--- src/rtl/bus_rx_sink_pkg.sv ---
// Shared bus definitions for the device-bus receive path: ID field layout,
// broadcast ID, destination extraction and the saturating counter step.
package bus_pkg;

  localparam int ID_W = 8;
  localparam logic [ID_W-1:0] BCAST_ID = 8'hFF;
  // Widest bus word get_dest can take; narrower words are zero-extended.
  localparam int MAX_W = 64;

  function automatic logic [ID_W-1:0] get_dest(input logic [MAX_W-1:0] word,
                                               input int unsigned w);
    return word[w-1 -: ID_W];
  endfunction

  function automatic logic [7:0] sat_inc(input logic [7:0] v);
    return (v == 8'hFF) ? v : v + 8'd1;
  endfunction

endpackage

--- src/rtl/rx_fifo.sv ---
// Circular-buffer FIFO with first-word-fall-through read; full/pndng are
// decoded from the registered occupancy only.
module rx_fifo #(
  parameter int width = 16,
  parameter int depth = 8
) (
  input  logic                     clk,
  input  logic                     rst_n,
  input  logic                     wr_i,
  input  logic [width-1:0]         wdata_i,
  input  logic                     pop_i,
  output logic [width-1:0]         rdata_o,
  output logic                     pndng_o,
  output logic                     full_o,
  output logic [$clog2(depth):0]   count_o
);

  localparam int AW = $clog2(depth);
  localparam int CW = AW + 1;

  logic [width-1:0] mem_q [depth];
  logic [AW-1:0]    rd_q, rd_d, wr_q, wr_d;
  logic [CW-1:0]    count_q, count_d;
  logic             do_rd, do_wr;

  assign pndng_o = (count_q != '0);
  assign full_o  = (count_q == CW'(depth));
  assign count_o = count_q;
  // A pop on an empty FIFO is ignored; a pop frees the slot a full-FIFO write needs.
  assign do_rd   = pop_i && pndng_o;
  assign do_wr   = wr_i && (!full_o || do_rd);
  assign rdata_o = pndng_o ? mem_q[rd_q] : '0;

  always_comb begin
    rd_d    = rd_q;
    wr_d    = wr_q;
    count_d = count_q;
    if (do_rd) rd_d = rd_q + AW'(1);
    if (do_wr) wr_d = wr_q + AW'(1);
    case ({do_wr, do_rd})
      2'b10:   count_d = count_q + CW'(1);
      2'b01:   count_d = count_q - CW'(1);
      default: count_d = count_q;
    endcase
  end

  always_ff @(posedge clk or negedge rst_n) begin
    if (!rst_n) begin
      rd_q    <= '0;
      wr_q    <= '0;
      count_q <= '0;
    end else begin
      rd_q    <= rd_d;
      wr_q    <= wr_d;
      count_q <= count_d;
    end
  end

  always_ff @(posedge clk) begin
    if (do_wr) mem_q[wr_q] <= wdata_i;
  end

endmodule

--- src/rtl/bus_rx_sink.sv ---
// Bus receive sink: captures every pushed word, filters on destination ID and
// buffers matches in rx_fifo. Define BUS_RX_BROADCAST_EN to also accept ID 8'hFF.
module bus_rx_sink
  import bus_pkg::*;
#(
  parameter int width   = 16,
  parameter int depth   = 8,
  parameter int devices = 4,
  parameter int id      = 0
) (
  input  logic                   clk,
  input  logic                   rst_n,
  input  logic                   push,
  input  logic [width-1:0]       D_push,
  input  logic                   pop,
  output logic [width-1:0]       D_pop,
  output logic                   pndng,
  output logic                   full,
  output logic [$clog2(depth):0] count,
  output logic [7:0]             rx_cnt,
  output logic [7:0]             drop_cnt,
  output logic [7:0]             ovf_cnt
);

  // id must already be below devices; the modulo only clamps a misconfiguration.
  localparam logic [ID_W-1:0] MY_ID = ID_W'(id % devices);

  logic [width-1:0] in_q, in_d;
  logic             in_v_q, in_v_d;
  logic [ID_W-1:0]  dest;
  logic             hit, accept, ovf, wr;
  logic [7:0]       rx_q, rx_d, drop_q, drop_d, ovf_q, ovf_d;

  assign in_v_d = push;
  assign in_d   = push ? D_push : in_q;
  assign dest   = get_dest(MAX_W'(in_q), width);

`ifdef BUS_RX_BROADCAST_EN
  assign hit = (dest == MY_ID) || (dest == BCAST_ID);
`else
  assign hit = (dest == MY_ID);
`endif

  assign accept = in_v_q && hit;
  assign ovf    = accept && full && !pop;
  // rx_cnt counts words that actually reach the FIFO; overflow losses go to ovf_cnt.
  assign wr     = accept && !ovf;

  always_comb begin
    rx_d   = rx_q;
    drop_d = drop_q;
    ovf_d  = ovf_q;
    if (wr)               rx_d   = sat_inc(rx_q);
    if (in_v_q && !hit)   drop_d = sat_inc(drop_q);
    if (ovf)              ovf_d  = sat_inc(ovf_q);
  end

  always_ff @(posedge clk or negedge rst_n) begin
    if (!rst_n) begin
      in_q   <= '0;
      in_v_q <= 1'b0;
      rx_q   <= '0;
      drop_q <= '0;
      ovf_q  <= '0;
    end else begin
      in_q   <= in_d;
      in_v_q <= in_v_d;
      rx_q   <= rx_d;
      drop_q <= drop_d;
      ovf_q  <= ovf_d;
    end
  end

  assign rx_cnt   = rx_q;
  assign drop_cnt = drop_q;
  assign ovf_cnt  = ovf_q;

  rx_fifo #(
    .width (width),
    .depth (depth)
  ) u_fifo (
    .clk     (clk),
    .rst_n   (rst_n),
    .wr_i    (wr),
    .wdata_i (in_q),
    .pop_i   (pop),
    .rdata_o (D_pop),
    .pndng_o (pndng),
    .full_o  (full),
    .count_o (count)
  );

endmodule

--- config.mk ---
export PLATFORM = sky130hd
export DESIGN_NAME = bus_rx_sink
export DESIGN_NICKNAME = d
export VERILOG_FILES = /design/src/rtl/bus_rx_sink_pkg.sv /design/src/rtl/rx_fifo.sv /design/src/rtl/bus_rx_sink.sv
export SDC_FILE = /design/constraint.sdc
export NUM_CORES = 1
export LEC_CHECK = 0
export ABC_CLOCK_PERIOD_IN_PS = 8800
export BUFFER_PORTS_ARGS = -buffer_cell sky130_fd_sc_hd__buf_4
export CORE_MARGIN = 2
export CORE_UTILIZATION = 55
export DETAILED_ROUTE_END_ITERATION = 12
export PLACE_DENSITY = 0.75
export REMOVE_ABC_BUFFERS = 1
export SLEW_MARGIN = 0
export SYNTH_ARGS = -nofsm -noshare
export SYNTH_HDL_FRONTEND = slang
export SYNTH_SLANG_ARGS = --single-unit
--- constraint.sdc ---
create_clock -name clk -period 8.8 [get_ports clk]
set_clock_uncertainty 0.15 [all_clocks]
set_input_delay 0.44 -clock clk [delete_from_list [all_inputs] [get_ports clk]]
set_output_delay 0.44 -clock clk [all_outputs]
set_load 0.02 [all_outputs]
==> impl_metrics.tcl, run 1 <==
set metrics [dict create \
    synthCells 404 \
    start_util_pct 55.65 \
    crit_fanout 18 \
    grt_pass1_wl_um 20950 \
    cp.required_ps 8940 \
    drc 0 \
    firstDrtPassIters 4 \
    synthDistinctLibCells 39 \
    numCtsBuffers 17 \
    placedCellCount 630 \
    cp_data_arrival_time_ps 3400 \
    synth-seq-cells 179 \
    gp_congestion 0.8280 \
    path_clk_slew_ps 60 \
    chipHeight_um 119.1 \
    root_buffer "clkbuf_16" \
    fp.dieW_um 119.1 \
    clock-sinks 179 \
    fin_crit_sh_pct 37.00 \
    min_period_ps 3256 \
    grt_pass1_vias 3797 \
    numPortBuffers 65 \
    avgSynthCellArea_um2 18.02 \
    cp_top_family "simple AND/OR/NAND/NOR gates" \
    cp_cell_sequence "nor4_4 > nor2_1 > ha_1 > xor2_1 > ha_1 > a21oi_1 > xor2_1 > nor2_1 > xor2_1" \
    ys.flop_type "edfxtp_1" \
    p_clk_share_pct 29.0 \
    status "finished clean" \
    maxCapViolCount 0 \
    syn2layout_area_growth_pct 17.30 \
    finalSetupTns_ps 0 \
    cp_slowest_cell "nor4_4" \
    p_seq_share_pct 43.9 \
    cts.path.max_buffers 2 \
    crit_path_start_kind "flip-flop" \
    p_int_w 0.001731 \
    die-area_mm2 0.01418 \
    grt_use_total_pct 20.04 \
    hp-class "primary input to flip-flop" \
    rsz0062_at_grt "false" \
    slowest_delay_ps 970 \
    slew_violations 0 \
    grt_overflow_total 0 \
    worst-setup-path-type "flip-flop to flip-flop" \
    drive_above_1_share_pct 33.88 \
    rows 42 \
    vias 3730 \
    worst_pin_slew_ps 1103 \
    p_per_area_mw_per_mm2 288.1 \
    switchingPower_w 0.0007301 \
    drt-initial-drc-count 216 \
    io_pins 66 \
    setup_viol 0 \
    fmax_mhz 307.1 \
    antenna_found_initial 0 \
    htreeDepth 4 \
    vias_per_cell 5.626 \
    async_reset_ff_share_pct 28.49 \
    stdcell_count 663 \
    p_sw_share_pct 29.66 \
    synth-seq-area-share_pct 70.31 \
    core-area_mm2 0.01309 \
    clock_latency_ps 420 \
    holdWs_ps 97.59 \
    crit_buf_inv 0 \
    ir_worst_vdd_mv 0.2279 \
    cts_tree "built" \
    routed_wl_um 13200 \
    pwr-share-comb_pct 27.0 \
    end_kind "flip-flop" \
    n_antenna_cell 0 \
    p_leak_nw 3.223 \
    post-dp-hpwl_um 7755 \
    ys_warn_count 0 \
    finalHoldViolCount 0 \
    synth_edf_count 128 \
    grt_start_max_net_pins 52 \
    wire_per_inst_um 19.91 \
    cp_common_cell "xor2_1" \
    drtAntennaViolNets 0 \
    fin_nets 502 \
    slew-limit-headroom_pct 26.49 \
    syn_area_mm2 0.007282 \
]
==> cell families (layout without fill, tap and decap cells) <==
kind of cell | count (synthesis) | after routing | synth area share, %
fa+ha+maj | 8 | 8 | 1.375
flops | 179 | 179 | 70.31
compound gates | 8 | 8 | 1.203
xor+xnor | 29 | 29 | 3.488
buf+inv | 22 | 105 | 1.460
simple gates | 88 | 88 | 6.615
mux | 70 | 70 | 15.55
==> cells in the final DEF (no fill, tap or decap), types with 8 or more instances in the layout <==
master     instances
mux2_2            20
nor2_1            21
dfrtp_1           49
ha_1               8
nor3_1            10
edfxtp_1         128
clkbuf_16         18
nand3_1            9
buf_4             66
mux2i_1           16
nand2_1           13
xor2_1            24
mux4_2            32
==> final timing paths <==
| path | start | endpoint | slack (ps) | cells past startpoint |
|---|---|---|---|---|
| max in group asynchronous | rst_n | u_fifo.rd_q[0] | 7520 | 2 |
| worst max register to register | u_fifo.count_o[2] | u_fifo.count_o[2] | 5540 | 9 |
| worst max-delay path | u_fifo.count_o[2] | u_fifo.count_o[2] | 5540 | 9 |
| worst min-delay path | D_push[4] | in_q[4] | 100 | 2 |
| min in group asynchronous | rst_n | ovf_cnt[7] | 470 | 2 |
| worst min register to register | drop_cnt[7] | drop_cnt[7] | 340 | 1 |
==> cell type report <==
| class | instances | area, um2 |
|---|---|---|
| Sequential cell | 179 | 5122 |
| Fill cell | 900 | 4543 |
| Multi-Input combinational cell | 203 | 2102 |
| Clock buffer | 27 | 514.2 |
| Timing Repair Buffer | 67 | 505.5 |
| Tap cell | 176 | 220.2 |
| Clock inverter | 5 | 50.05 |
| Inverter | 6 | 27.53 |
==> power by group through the flow <==
stage / Clock, W / Sequential (W) / Combinational, W
after CTS: 0.000726 / 0.00109 / 0.000678
final: 0.000714 / 0.00108 / 0.000665
after global placement: 0 / 0.00110 / 0.000663
after global routing: 0.000756 / 0.00110 / 0.000719
after floorplan: 0 / 0.00112 / 0.000392
after detailed placement: 0 / 0.00110 / 0.000675
==> flip-flops by register name, summed over array words and instances, names as in the netlist <==
name            cells
drop_cnt            8
in_q               16
in_v_q              1
ovf_cnt             8
rx_cnt              8
u_fifo.count_o      4
u_fifo.mem_q      128
u_fifo.rd_q         3
u_fifo.wr_q         3
==> synthesized netlist by cell type, drive strengths merged (9+ instances only) <==
cell type	count	area share, %
edfxtp	128	53
dfrtp	51	18
mux4	32	9.9
nor2	27	1.4
xor2	24	2.9
mux2	22	3.5
mux2i	16	2.2
nand2	13	0.67
nor3	12	0.82
nand3	9	0.62
nor4	9	1.2
==> metrics by stage <==
step	total power, W	setup slack, ps	instance area, um2	utilization (%)
floorplan	0.001516	5701	7203	-
global placement	0.001759	5650	7968	60.89
detailed placement	0.001778	5438	7968	60.89
CTS	0.002491	5441	8542	65.28
global route	0.002573	5306	8542	65.28
finish	0.002461	5544	8542	65.28
==> routing by layer <==
layer  GRT usage [%]  wire [um]  vias up
met3           5.077        797       10
met5               0          0        -
li1                -          -     1706
met1           25.90       5478     1913
met4           5.655        127        0
met2           33.98       6797      101
==> timing repair <==
action,4_1_cts,5_1_grt
buffers inserted,0,0
hold buffers,1,0
hold endpoints to repair,51,0
gates resized for setup,0,0
Power figures use the tool's default switching activity.
==> run 2, diff against run 1 <==
--- a/config.mk
+++ b/config.mk
@@ -5,7 +5,7 @@
 export SDC_FILE = /design/constraint.sdc
 export NUM_CORES = 1
 export LEC_CHECK = 0
-export ABC_CLOCK_PERIOD_IN_PS = 8800
+export ABC_CLOCK_PERIOD_IN_PS = 3100
 export BUFFER_PORTS_ARGS = -buffer_cell sky130_fd_sc_hd__buf_4
 export CORE_MARGIN = 2
 export CORE_UTILIZATION = 55
==> constraint.sdc (replaced) <==
create_clock -name clk -period 3.1 [get_ports clk]
set_clock_uncertainty 0.15 [all_clocks]
set_input_delay 0.155 -clock clk [delete_from_list [all_inputs] [get_ports clk]]
set_output_delay 0.155 -clock clk [all_outputs]
set_load 0.02 [all_outputs]
==> run 2 against run 1 <==
  * Wire length is 3.9% higher
  * Clock power grew to 2.6 times the previous value
  * Sequential share of layout area decreased by 1.5 points
  * Non-clock buffer count up 32
  * Global-route usage increased by 0.57 points
  * Sequential power grew to 2.7 times the previous value
  * Sequential cell count is the same
==> impl_metrics.tcl, run 2 (synthesized netlist as in run 1, its figures left out) <==
set metrics [dict create \
    timing.rr.start "u_fifo.count_o[2]" \
    grt_pass1_vias 3952 \
    p_per_area_mw_per_mm2 786.6 \
    clock_latency_ps 420 \
    reg2regPathDepth 10 \
    routed_wl_um 13720 \
    p_int_w 0.004780 \
    holdPathStages 4 \
    fin_nets 534 \
    n_antenna_cell 0 \
    top_regs "u_fifo.mem_q (128), in_q (16)" \
    finalSetupTns_ps 0 \
    cp_data_arrival_time_ps 3060 \
    syn2layout_area_growth_pct 20.21 \
    firstDrtPassIters 4 \
    numPortBuffers 65 \
    chipHeight_um 119.1 \
    worst_pin_slew_ps 744.4 \
    met1Wirelength_um 5640 \
    drive_above_1_share_pct 33.72 \
    worst-setup-path-type "flip-flop to flip-flop" \
    slew_violations 0 \
    rows 42 \
    maxCapViolCount 0 \
    cp.required_ps 3250 \
    min_period_ps 2913 \
    antenna_found_initial 0 \
    r2r_slack_ps 190 \
    worstReg2RegEnd "u_fifo.count_o[2]" \
    grt_use_total_pct 20.61 \
    gp_congestion 0.7340 \
    grt_start_max_net_pins 52 \
    regMostFlops "u_fifo.mem_q" \
    largest_register_ffs 128 \
    drc 0 \
    grt_overflow_total 0 \
    top_layer "met4" \
    dr_wl_met3_um 773 \
    cts_tree "built" \
    root_buffer "clkbuf_16" \
    fp.dieW_um 119.1 \
    clock-sinks 179 \
    fin_crit_sh_pct 93.96 \
    final_area_mm2 0.008753 \
    fillCellCount 876 \
    vias 3862 \
    hp-start "pop" \
    htreeDepth 4 \
    crit_fanout 7 \
    p_leak_nw 3.343 \
    drt-initial-drc-count 250 \
    grt_pass1_wl_um 21330 \
    whs_endpoint "rx_cnt[2]" \
    numCtsBuffers 17 \
    fmax_mhz 343.3 \
    final_cell_mix "edfxtp_1, buf_4, dfrtp_1" \
    switchingPower_w 0.002105 \
    die-area_mm2 0.01418 \
    core-area_mm2 0.01309 \
    p_sw_share_pct 30.58 \
    pwr-share-comb_pct 30.5 \
    wire_per_inst_um 19.74 \
    start_util_pct 55.65 \
    p_clk_share_pct 26.8 \
    cts_setup_buffers 0 \
    place_area_mm2 0.008064 \
    path_clk_slew_ps 60 \
    hp-class "primary input to flip-flop" \
    end_kind "flip-flop" \
    cts.path.max_buffers 2 \
    status "finished clean" \
    io_pins 66 \
    ir_worst_vdd_mv 0.4409 \
    post-dp-hpwl_um 8026 \
    drtAntennaViolNets 0 \
    setup_viol 0 \
    crit_path_start_kind "flip-flop" \
    p_seq_share_pct 42.7 \
    slew-limit-headroom_pct 50.19 \
    vias_per_cell 5.557 \
    finalHoldViolCount 0 \
    wl_met2_um 7149 \
    rsz0062_at_grt "false" \
    final_common_cell "edfxtp_1" \
]
run 2: critical path, stage by stage, from the launching register on:
cell      delay, ps
dfrtp_1         470
or4b_4          640
o2111a_1        330
inv_1           160
ha_2            250
xor2_1           80
ha_1            170
a21oi_1         150
xor2_1          180
nor2_1           70
xor2_1          140
run 2: final cells by class:
cell class	count	area, um2	area share [%]
well taps	176	220.2	2.516
multi-input cells	203	2077	23.73
clock inverters	10	62.56	0.7147
repair buffers	99	800.8	9.148
clock buffers	22	444.2	5.074
flip-flops and latches	179	5121	58.50
inverters	6	27.53	0.3145
run 2: stage by stage:
step	instances	setup slack [ps]	util, %	total power [W]	hold slack [ps]
CTS	695	148.7	66.88	0.006968	95.40
floorplan	388	1.427	-	0.004303	-290.6
global route	695	20.74	66.90	0.007205	143.0
global placement	645	231.3	61.63	0.005065	106.0
finish	695	187.2	66.90	0.006885	102.0
detailed placement	645	156.2	61.63	0.005098	106.3
run 2: power groups by stage:
stage | Clock (W) | Combinational (W) | Sequential, W
floorplan | 0 | 0.00111 | 0.00319
global placement | 0 | 0.00209 | 0.00298
detailed placement | 0 | 0.00211 | 0.00299
CTS | 0.00189 | 0.00214 | 0.00294
global route | 0.00198 | 0.00225 | 0.00297
finish | 0.00185 | 0.00210 | 0.00294
run 2: routing by layer:
| metal | global-route usage (%) | vias to the layer above |
|---|---|---|
| met5 | 0 | - |
| met4 | 7.515 | 0 |
| met2 | 34.05 | 111 |
| met3 | 5.987 | 11 |
| li1 | - | 1762 |
| met1 | 26.18 | 1978 |
run 2: timing repair:
action	CTS	global route
endpoints found under the hold margin	68	0
hold buffers	18	0
resized for setup	0	1
endpoints found under the setup margin	0	1
run 2: worst max path at each step:
stage	startpoint	end	slack (ps)
2_1_floorplan	u_fifo.count_o[2]	u_fifo.count_o[2]	1
3_3_place_gp	u_fifo.count_o[2]	u_fifo.count_o[2]	230
3_5_place_dp	u_fifo.count_o[2]	u_fifo.count_o[2]	160
4_1_cts	u_fifo.count_o[2]	u_fifo.count_o[2]	150
5_1_grt	u_fifo.count_o[2]	u_fifo.count_o[2]	20
6_report	u_fifo.count_o[2]	u_fifo.count_o[2]	190
